[src/rtl/ps2_pkg.sv]
// Shared constants and helpers for PS/2 mouse packet assembly: FSM encoding,
// register addresses, status-byte bit positions and the delta formatter.
package ps2_pkg;

  localparam logic [1:0] S_B0 = 2'd0;
  localparam logic [1:0] S_B1 = 2'd1;
  localparam logic [1:0] S_B2 = 2'd2;

  localparam logic [1:0] ADDR_STATUS = 2'd0;
  localparam logic [1:0] ADDR_X      = 2'd1;
  localparam logic [1:0] ADDR_Y      = 2'd2;
  localparam logic [1:0] ADDR_CNT    = 2'd3;

  localparam int BIT_LEFT    = 0;
  localparam int BIT_RIGHT   = 1;
  localparam int BIT_ALWAYS1 = 3;
  localparam int BIT_XSIGN   = 4;
  localparam int BIT_YSIGN   = 5;
  localparam int BIT_XOVF    = 6;
  localparam int BIT_YOVF    = 7;

  typedef struct packed {
    logic [8:0] status;
    logic [8:0] x;
    logic [8:0] y;
  } bank_t;

  // Overflowed deltas clamp to the extreme of their sign instead of wrapping.
  function automatic logic [8:0] fmt_delta(input logic sign, input logic ovf,
                                           input logic [7:0] raw, input logic sat);
    logic [8:0] r;
    r = {sign, raw};
    if (sat && ovf) begin
      r = sign ? 9'h100 : 9'h0FF;
    end
    return r;
  endfunction

endpackage

[src/rtl/ps2_gap_timer.sv]
// Inter-byte gap timer: counts enabled idle cycles, pulses expire on the GAP_CYCLES-th.
// A clear (new byte) in the same cycle wins over expiry; no backpressure.
module ps2_gap_timer #(
  parameter int GAP_CYCLES = 50000
) (
  input  logic clk,
  input  logic rst,
  input  logic clr,
  input  logic en,
  output logic expire
);

  localparam int CW = (GAP_CYCLES < 2) ? 1 : $clog2(GAP_CYCLES + 1);
  localparam logic [CW-1:0] LAST = CW'(GAP_CYCLES - 1);

  logic [CW-1:0] cnt_q, cnt_d;

  assign expire = en & ~clr & (cnt_q == LAST);

  always_comb begin
    cnt_d = cnt_q;
    if (clr || !en || expire) begin
      cnt_d = '0;
    end else begin
      cnt_d = cnt_q + CW'(1);
    end
  end

  always_ff @(posedge clk or posedge rst) begin
    if (rst) begin
      cnt_q <= '0;
    end else begin
      cnt_q <= cnt_d;
    end
  end

endmodule

[src/rtl/ps2_mouse_packet.sv]
// Assembles 3-byte PS/2 mouse packets into a frozen, readable register bank.
// Byte 2 to dav is 2 cycles when not holding; input is never backpressured (newest packet wins).
module ps2_mouse_packet
  import ps2_pkg::*;
#(
  parameter int GAP_CYCLES  = 50000,
  parameter int HOLD_CYCLES = 4,
  parameter bit SAT_OVF     = 1'b1
) (
  input  logic       clk,
  input  logic       rst,
  input  logic [7:0] rx_data,
  input  logic       rx_valid,
  input  logic       rx_err,
  input  logic [1:0] addr,
  output logic [8:0] data,
  output logic       dav,
  output logic       sync_err
);

  localparam int HW = $clog2(HOLD_CYCLES + 2);

  logic [1:0]    state_q, state_d;
  logic [7:0]    b0_q, b0_d;
  logic [7:0]    b1_q, b1_d;
  bank_t         pend_q, pend_d;
  bank_t         pub_q, pub_d;
  logic          pending_q, pending_d;
  logic [8:0]    count_q, count_d;
  logic [HW-1:0] hold_q, hold_d;
  logic          dav_q, dav_d;
  logic          sync_err_q, sync_err_d;

  logic  gap_en;
  logic  gap_expire;
  logic  pkt_done;
  logic  pub_go;
  bank_t new_pkt;

  assign gap_en = (state_q == S_B1) || (state_q == S_B2);

  ps2_gap_timer #(
    .GAP_CYCLES(GAP_CYCLES)
  ) u_gap_timer (
    .clk    (clk),
    .rst    (rst),
    .clr    (rx_valid | rx_err),
    .en     (gap_en),
    .expire (gap_expire)
  );

  // Assembly FSM; an errored byte is dropped even if rx_valid accompanies it.
  always_comb begin
    state_d    = state_q;
    b0_d       = b0_q;
    b1_d       = b1_q;
    sync_err_d = 1'b0;
    pkt_done   = 1'b0;
    if (rx_err) begin
      state_d    = S_B0;
      sync_err_d = 1'b1;
    end else if (rx_valid) begin
      case (state_q)
        S_B0: begin
          if (rx_data[BIT_ALWAYS1]) begin
            b0_d    = rx_data;
            state_d = S_B1;
          end else begin
            sync_err_d = 1'b1;
          end
        end
        S_B1: begin
          b1_d    = rx_data;
          state_d = S_B2;
        end
        S_B2: begin
          pkt_done = 1'b1;
          state_d  = S_B0;
        end
        default: state_d = S_B0;
      endcase
    end else if (gap_expire) begin
      state_d    = S_B0;
      sync_err_d = 1'b1;
    end
  end

  always_comb begin
    new_pkt.status = {1'b0, b0_q};
    new_pkt.x      = fmt_delta(b0_q[BIT_XSIGN], b0_q[BIT_XOVF], b1_q, SAT_OVF);
    new_pkt.y      = fmt_delta(b0_q[BIT_YSIGN], b0_q[BIT_YOVF], rx_data, SAT_OVF);
  end

  assign pub_go = pending_q && (hold_q == '0);

  // Publish reads the old pending bank, so a packet completing now is never lost.
  always_comb begin
    pend_d    = pend_q;
    pending_d = pending_q;
    pub_d     = pub_q;
    count_d   = count_q;
    hold_d    = hold_q;
    dav_d     = pub_go;
    if (pub_go) begin
      pub_d     = pend_q;
      count_d   = count_q + 9'd1;
      hold_d    = HW'(HOLD_CYCLES);
      pending_d = 1'b0;
    end else if (hold_q != '0) begin
      hold_d = hold_q - HW'(1);
    end
    if (pkt_done) begin
      pend_d    = new_pkt;
      pending_d = 1'b1;
    end
  end

  always_ff @(posedge clk or posedge rst) begin
    if (rst) begin
      state_q    <= S_B0;
      b0_q       <= '0;
      b1_q       <= '0;
      pend_q     <= '0;
      pub_q      <= '0;
      pending_q  <= 1'b0;
      count_q    <= '0;
      hold_q     <= '0;
      dav_q      <= 1'b0;
      sync_err_q <= 1'b0;
    end else begin
      state_q    <= state_d;
      b0_q       <= b0_d;
      b1_q       <= b1_d;
      pend_q     <= pend_d;
      pub_q      <= pub_d;
      pending_q  <= pending_d;
      count_q    <= count_d;
      hold_q     <= hold_d;
      dav_q      <= dav_d;
      sync_err_q <= sync_err_d;
    end
  end

  always_comb begin
    data = '0;
    case (addr)
      ADDR_STATUS: data = pub_q.status;
      ADDR_X:      data = pub_q.x;
      ADDR_Y:      data = pub_q.y;
      ADDR_CNT:    data = count_q;
      default:     data = '0;
    endcase
  end

  assign dav      = dav_q;
  assign sync_err = sync_err_q;

endmodule

[config.mk]
export PLATFORM = sky130hd
export DESIGN_NAME = ps2_mouse_packet
export DESIGN_NICKNAME = d
export VERILOG_FILES = /design/src/rtl/ps2_pkg.sv /design/src/rtl/ps2_gap_timer.sv /design/src/rtl/ps2_mouse_packet.sv
export SDC_FILE = /design/constraint.sdc
export NUM_CORES = 1
export LEC_CHECK = 0
export ABC_AREA = 0
export BUFFER_PORTS_ARGS = -buffer_cell sky130_fd_sc_hd__buf_2
export CORE_MARGIN = 4
export CORE_UTILIZATION = 40
export DETAILED_ROUTE_END_ITERATION = 12
export GPL_TIMING_DRIVEN = 0
export SLEW_MARGIN = 25
export SYNTH_ARGS = -nofsm -noshare
export SYNTH_HDL_FRONTEND = slang
export SYNTH_SLANG_ARGS = --single-unit
[constraint.sdc]
create_clock -name clk -period 2.9 [get_ports clk]
set_input_delay 0.58 -clock clk [delete_from_list [all_inputs] [get_ports clk]]
set_output_delay 0.58 -clock clk [all_outputs]
set_load 0.02 [all_outputs]
-- Yosys cells after proc, flatten, opt, wreduce, memory -nomap -nowiden
Cells that the tools add are included.
- flip-flop bits (word level): 101
- latch bits: 0
- bits in writable memories: 0
- bits in read-only memories: 0
- input port bits: 14
- output and inout bits: 11
- logic and storage cells: 68
- memories: 0
- $add $sub $neg: 3
- multipliers: 0
- div/mod/pow operators: 0
- order comparisons: 0
- eq/ne operators: 7
- shifts and indexed selects: 0
- multiplexer cells: 23
- bitwise operators: 5
- reductions and logical operators: 15
- operators with widths (kind ; number):
    two-way mux 9 bit ; 4
    case mux 9 bit (4 select lines) ; 1
    adder 16 x 1 -> 16 bit (second input constant) ; 1
    == test 16 bit (second input constant) ; 1
    two-way mux 16 bit ; 1
    two-way mux 1 bit ; 10
    adder 9 x 1 -> 9 bit (second input constant) ; 1
    two-way mux 2 bit ; 4
    == test 2 bit (second input constant) ; 3
    two-way mux 3 bit ; 2
    nonzero test 3 bit ; 2
    == test 2 x 1 -> 1 bit (second input constant) ; 2
    logical NOT 2 bit ; 2
    != test 4 bit (second input constant) ; 1
    case mux 2 bit (2 select lines) ; 1
    AND reduction 4 bit ; 1
    nonzero test 2 bit ; 2
    logical NOT 3 bit ; 1
    logical OR 1 bit ; 3
    AND reduction 3 bit ; 1
    subtractor 3 x 1 -> 3 bit (second input constant) ; 1
    AND 1 bit ; 2
    NOT 1 bit ; 2
    AND reduction 2 bit ; 1
    other kinds (3) ; 3

-- Longest topological paths before layout
- depth after elaboration: 7
- mapped depth: 9

-- Hierarchy
Synthesis repeated with hierarchy kept, for this count alone.
- cells, all modules: 355
- area total of the unflattened synthesis: 4534.3 µm²
- by module, submodules not included (module ; instances ; cells each ; area each (µm²) ; sequential area each (µm²)):
    ps2_mouse_packet ; 1 ; 272 ; 3602.2 ; 2026.9
    ps2_gap_timer ; 1 ; 83 ; 932.1 ; 400.4

-- Worst setup path after synthesis
No wires, ideal clock.
- path kind: input to output
- from: input addr[1]
- to: output data[0]
- arrival: 1.628 ns
- required time: 2.320 ns
- slack: 0.692 ns
- cell stages on the path: 2
- path buffers: 1
- path through: clkbuf_1 -> mux4_2
- longest elaborated chain between the ends: 2
- elaborated cells between the ends (all ways): 5
- RTL lines (item ; line ; source):
    start: declaration ; ps2_mouse_packet.sv:15 ; input logic [1:0] addr,
    == test 2 bit (tied with other cells) ; ps2_mouse_packet.sv:146 ; case (addr)
    case mux 9 bit (4 select lines) (*) ; ps2_mouse_packet.sv:146 ;
    end: declaration ; ps2_mouse_packet.sv:16 ; output logic [8:0] data,
Mark *: on every way between the ends. The rest lies on a longest branch, timed or not.

-- Worst setup path in the final report
- from: input addr[1]
- to: output data[3]
The elaborated chain is that of the path after synthesis.

==> flow_summary.ini <==
[synthesis]
synth.cell_area_mm2 = 0.00429
ys_seq_area_share_pct = 56.6
syn_area_per_cell_um2 = 10.9
ys_seq_elements = 97
yosysUniqueCellTypes = 36
postSynthCellCount = 394
postSynth.topFlopCell = sky130_fd_sc_hd__dfrtp_1
ys_async_sr_fraction_pct = 100
ys.warnings.count = 0
synth_net_count = 415
synth-edff-count = 0

[detailed_routing]
avgRoutedWirePerCell_um = 14.5
avgViaCountPerCell = 4.97
routed-via-count = 2839
route.met3.wl_um = 277
met2_length_um = 3670
final_antenna_net_count = 0
detail_route.wirelength_um = 8280
wl_met1_um = 4220
drt_initial_violations = 133
highest-signal-layer = met4
first_pass_iters = 4
remaining_drc_errors = 0

[worst_setup_path]
criticalPathCategory = in -> out
critical_path.max_stage_delay_ns = 0.60
arrival_ns = 1.88
timing.critical_path.slowest_stage_cell = sky130_fd_sc_hd__mux4_2
worstPathMaxFanout = 10
cp.required_ns = 2.32
critical_path.cell_chain = clkbuf_1 -> mux4_2 -> buf_2
cp_num_buf_inv = 2
timing.critical_path.from_type = primary input
crit_family = buffers and inverters
end_kind = primary output

[clock_tree]
path_clk_slew_ns = 0.10
tritoncts_num_sinks = 97
cts_tree = yes
cts.path.max_buffers = 2
numCtsBuffers = 9
insertion_delay_ns = 0.36
cts.root.buffer_cell = sky130_fd_sc_hd__clkbuf_8
post_cts.resized_instances = 0
holdBufCountCts = 0
number_of_levels_the_h_tree_was_split_into = 3
postCtsSetupBuffers = 0

[sta]
maxSlewHeadroom_pct = 52.7
fmax_mhz = 406
clock_skew_ns = 0.0135
max_transition_viols_final = 0
layout_worst_path_cycle_share_pct = 84.9
slew_at_the_pin_closest_to_its_max_slew_limit_ns = 0.709
setup_viol = 0
timing.final.hold_violations = 0
fin_tns_setup_ns = 0
grt_setup_unrepaired = false
post-route-min-period_ns = 2.46

[min_path]
hold_wc_path_type = in -> async

[global_routing]
grt.overflow.total = 0
grt_pass1_wl_um = 14600
first_global_vias = 2956
antenna_found_initial = 0
grt_max_degree = 29
grt_util_all_layers_pct = 14.6

[place]
placement.io_buffers = 22
routabilityCongestion = 0.760
detailedPlacementHpwl_um = 6160

[cells_and_area]
antenna_diodes = 0
num-fill-cells = 999
multiInputGateArea_mm2 = 0.00175
seq_area_mm2 = 0.00243
nNetsFinal = 451
utilization_pct = 47.0
layout_common_cells = sky130_fd_sc_hd__nand2_1 (106), sky130_fd_sc_hd__dfrtp_1 (97), sky130_fd_sc_hd__o21ai_0 (34)
flow.area_growth_from_synthesis_pct = 13.6
layout-drive-gt1-share_pct = 20.5
final_common_cell = sky130_fd_sc_hd__nand2_1

[pwr]
total_leakage_power_uw = 0.00226
powerDensity_mw_per_mm2 = 673
peakVddDrop_v = 0.000263

[die]
fp.dieArea_mm2 = 0.0124
ioPinCount = 25
placement_rows = 37
die_width_um = 112
initial_utilization_pct = 41.3
height_of_the_chip_um = 112
floorplan.core_area_mm2 = 0.0104

[status]
run_status = completed

[run]
max_cap_violations = 0
-- logic make-up (layout without fill, tap and decap cells) --
logic type / after synthesis / in the layout / synth area share (%)
XOR/XNOR: 22 / 22 / 4.49
AO/OA/AOI/OAI: 45 / 45 / 5.69
buffers and inverters: 25 / 66 / 2.63
flip-flops: 97 / 97 / 56.6
AND/OR/NAND/NOR: 167 / 167 / 18.3
adder cells (fa/ha/maj): 7 / 7 / 2.04
multiplexers: 31 / 31 / 10.2
-- worst paths after layout --
| kind | start | to | slack, ns | cells after the start |
|---|---|---|---|---|
| worst min-delay path | rst | u_gap_timer.cnt_q[13]$_DFF_PP0_ | 0.26 | 2 |
| worst max-delay path | addr[1] | data[3] | 0.44 | 3 |
| max in group asynchronous | rst | count_q[5]$_DFFE_PP0P_ | 1.73 | 5 |
| min in group clk | b0_q[3]$_DFFE_PP0P_ | b0_q[3]$_DFFE_PP0P_ | 0.47 | 1 |
| worst max register to register | hold_q[0]$_DFFE_PP0P_ | pub_q[3]$_DFFE_PP0P_ | 0.79 | 9 |
| worst min register to register | b0_q[3]$_DFFE_PP0P_ | b0_q[3]$_DFFE_PP0P_ | 0.47 | 1 |
-- worst reg2reg max path, delay by kind of cell (launching register included) --
kind / cells / cell delay [ns]
AND/OR/NAND/NOR: 4 / 0.77
adder cells (fa/ha/maj): 1 / 0.21
buffers and inverters: 4 / 0.69
flip-flops: 1 / 0.40
-- area by class of cell --
cell class,count,area share [%]
flip-flops and latches,97,49.8
multi-input cells,272,35.9
repair buffers,25,3.65
well taps,136,3.49
clock buffers,12,3.19
clock inverters,4,1.54
plain buffers,13,1.39
inverters,12,1.00
-- metal layers --
metal / track usage (%) / vias up
met5: 0 / -
met4: 4.62 / 0
met3: 3.42 / 10
met2: 22.5 / 36
met1: 20.4 / 1391
li1: - / 1402
-- power breakdown --
| group | switching, uW | total, uW | internal [uW] | leakage, uW |
|---|---|---|---|---|
| combinational | 283 | 532 | 249 | 0.000856 |
| clock | 456 | 990 | 534 | 0.000109 |
| sequential | 163 | 1760 | 1590 | 0.00129 |
-- synthesized netlist by cell type, types with 8 or more instances --
master / instances / area share (%)
sky130_fd_sc_hd__nand2_1: 106 / 9.3
sky130_fd_sc_hd__dfrtp_1: 97 / 57
sky130_fd_sc_hd__o21ai_0: 34 / 4.0
sky130_fd_sc_hd__mux2_2: 22 / 5.8
sky130_fd_sc_hd__xnor2_1: 15 / 3.1
sky130_fd_sc_hd__inv_1: 12 / 1.1
sky130_fd_sc_hd__clkbuf_1: 10 / 0.88
sky130_fd_sc_hd__nor2_2: 10 / 1.5
sky130_fd_sc_hd__nand3_1: 9 / 1.1
sky130_fd_sc_hd__nand4_1: 9 / 1.3
sky130_fd_sc_hd__nor2_1: 9 / 0.79
sky130_fd_sc_hd__mux4_2: 8 / 4.2
-- per-stage QoR --
stage	power [uW]	instances	worst slack (ns)	hold WS (ns)	area (um2)
2_1_floorplan	2140	394	0.692	0.430	4290
3_3_place_gp	2290	552	0.401	0.446	4570
3_5_place_dp	2320	555	0.405	0.450	4640
4_1_cts	3320	571	0.391	0.261	4870
5_1_grt	3480	571	0.323	0.283	4870
6_report	3280	571	0.438	0.262	4870
-- registers in the layout (all words and copies together), names as in the netlist --
name               flops
pend_q                24
pub_q                 24
u_gap_timer.cnt_q     16
count_q                9
b0_q                   8
b1_q                   8
hold_q                 3
state_q                2
dav                    1
pending_q              1
sync_err               1
(Power assumes the default switching activity.)
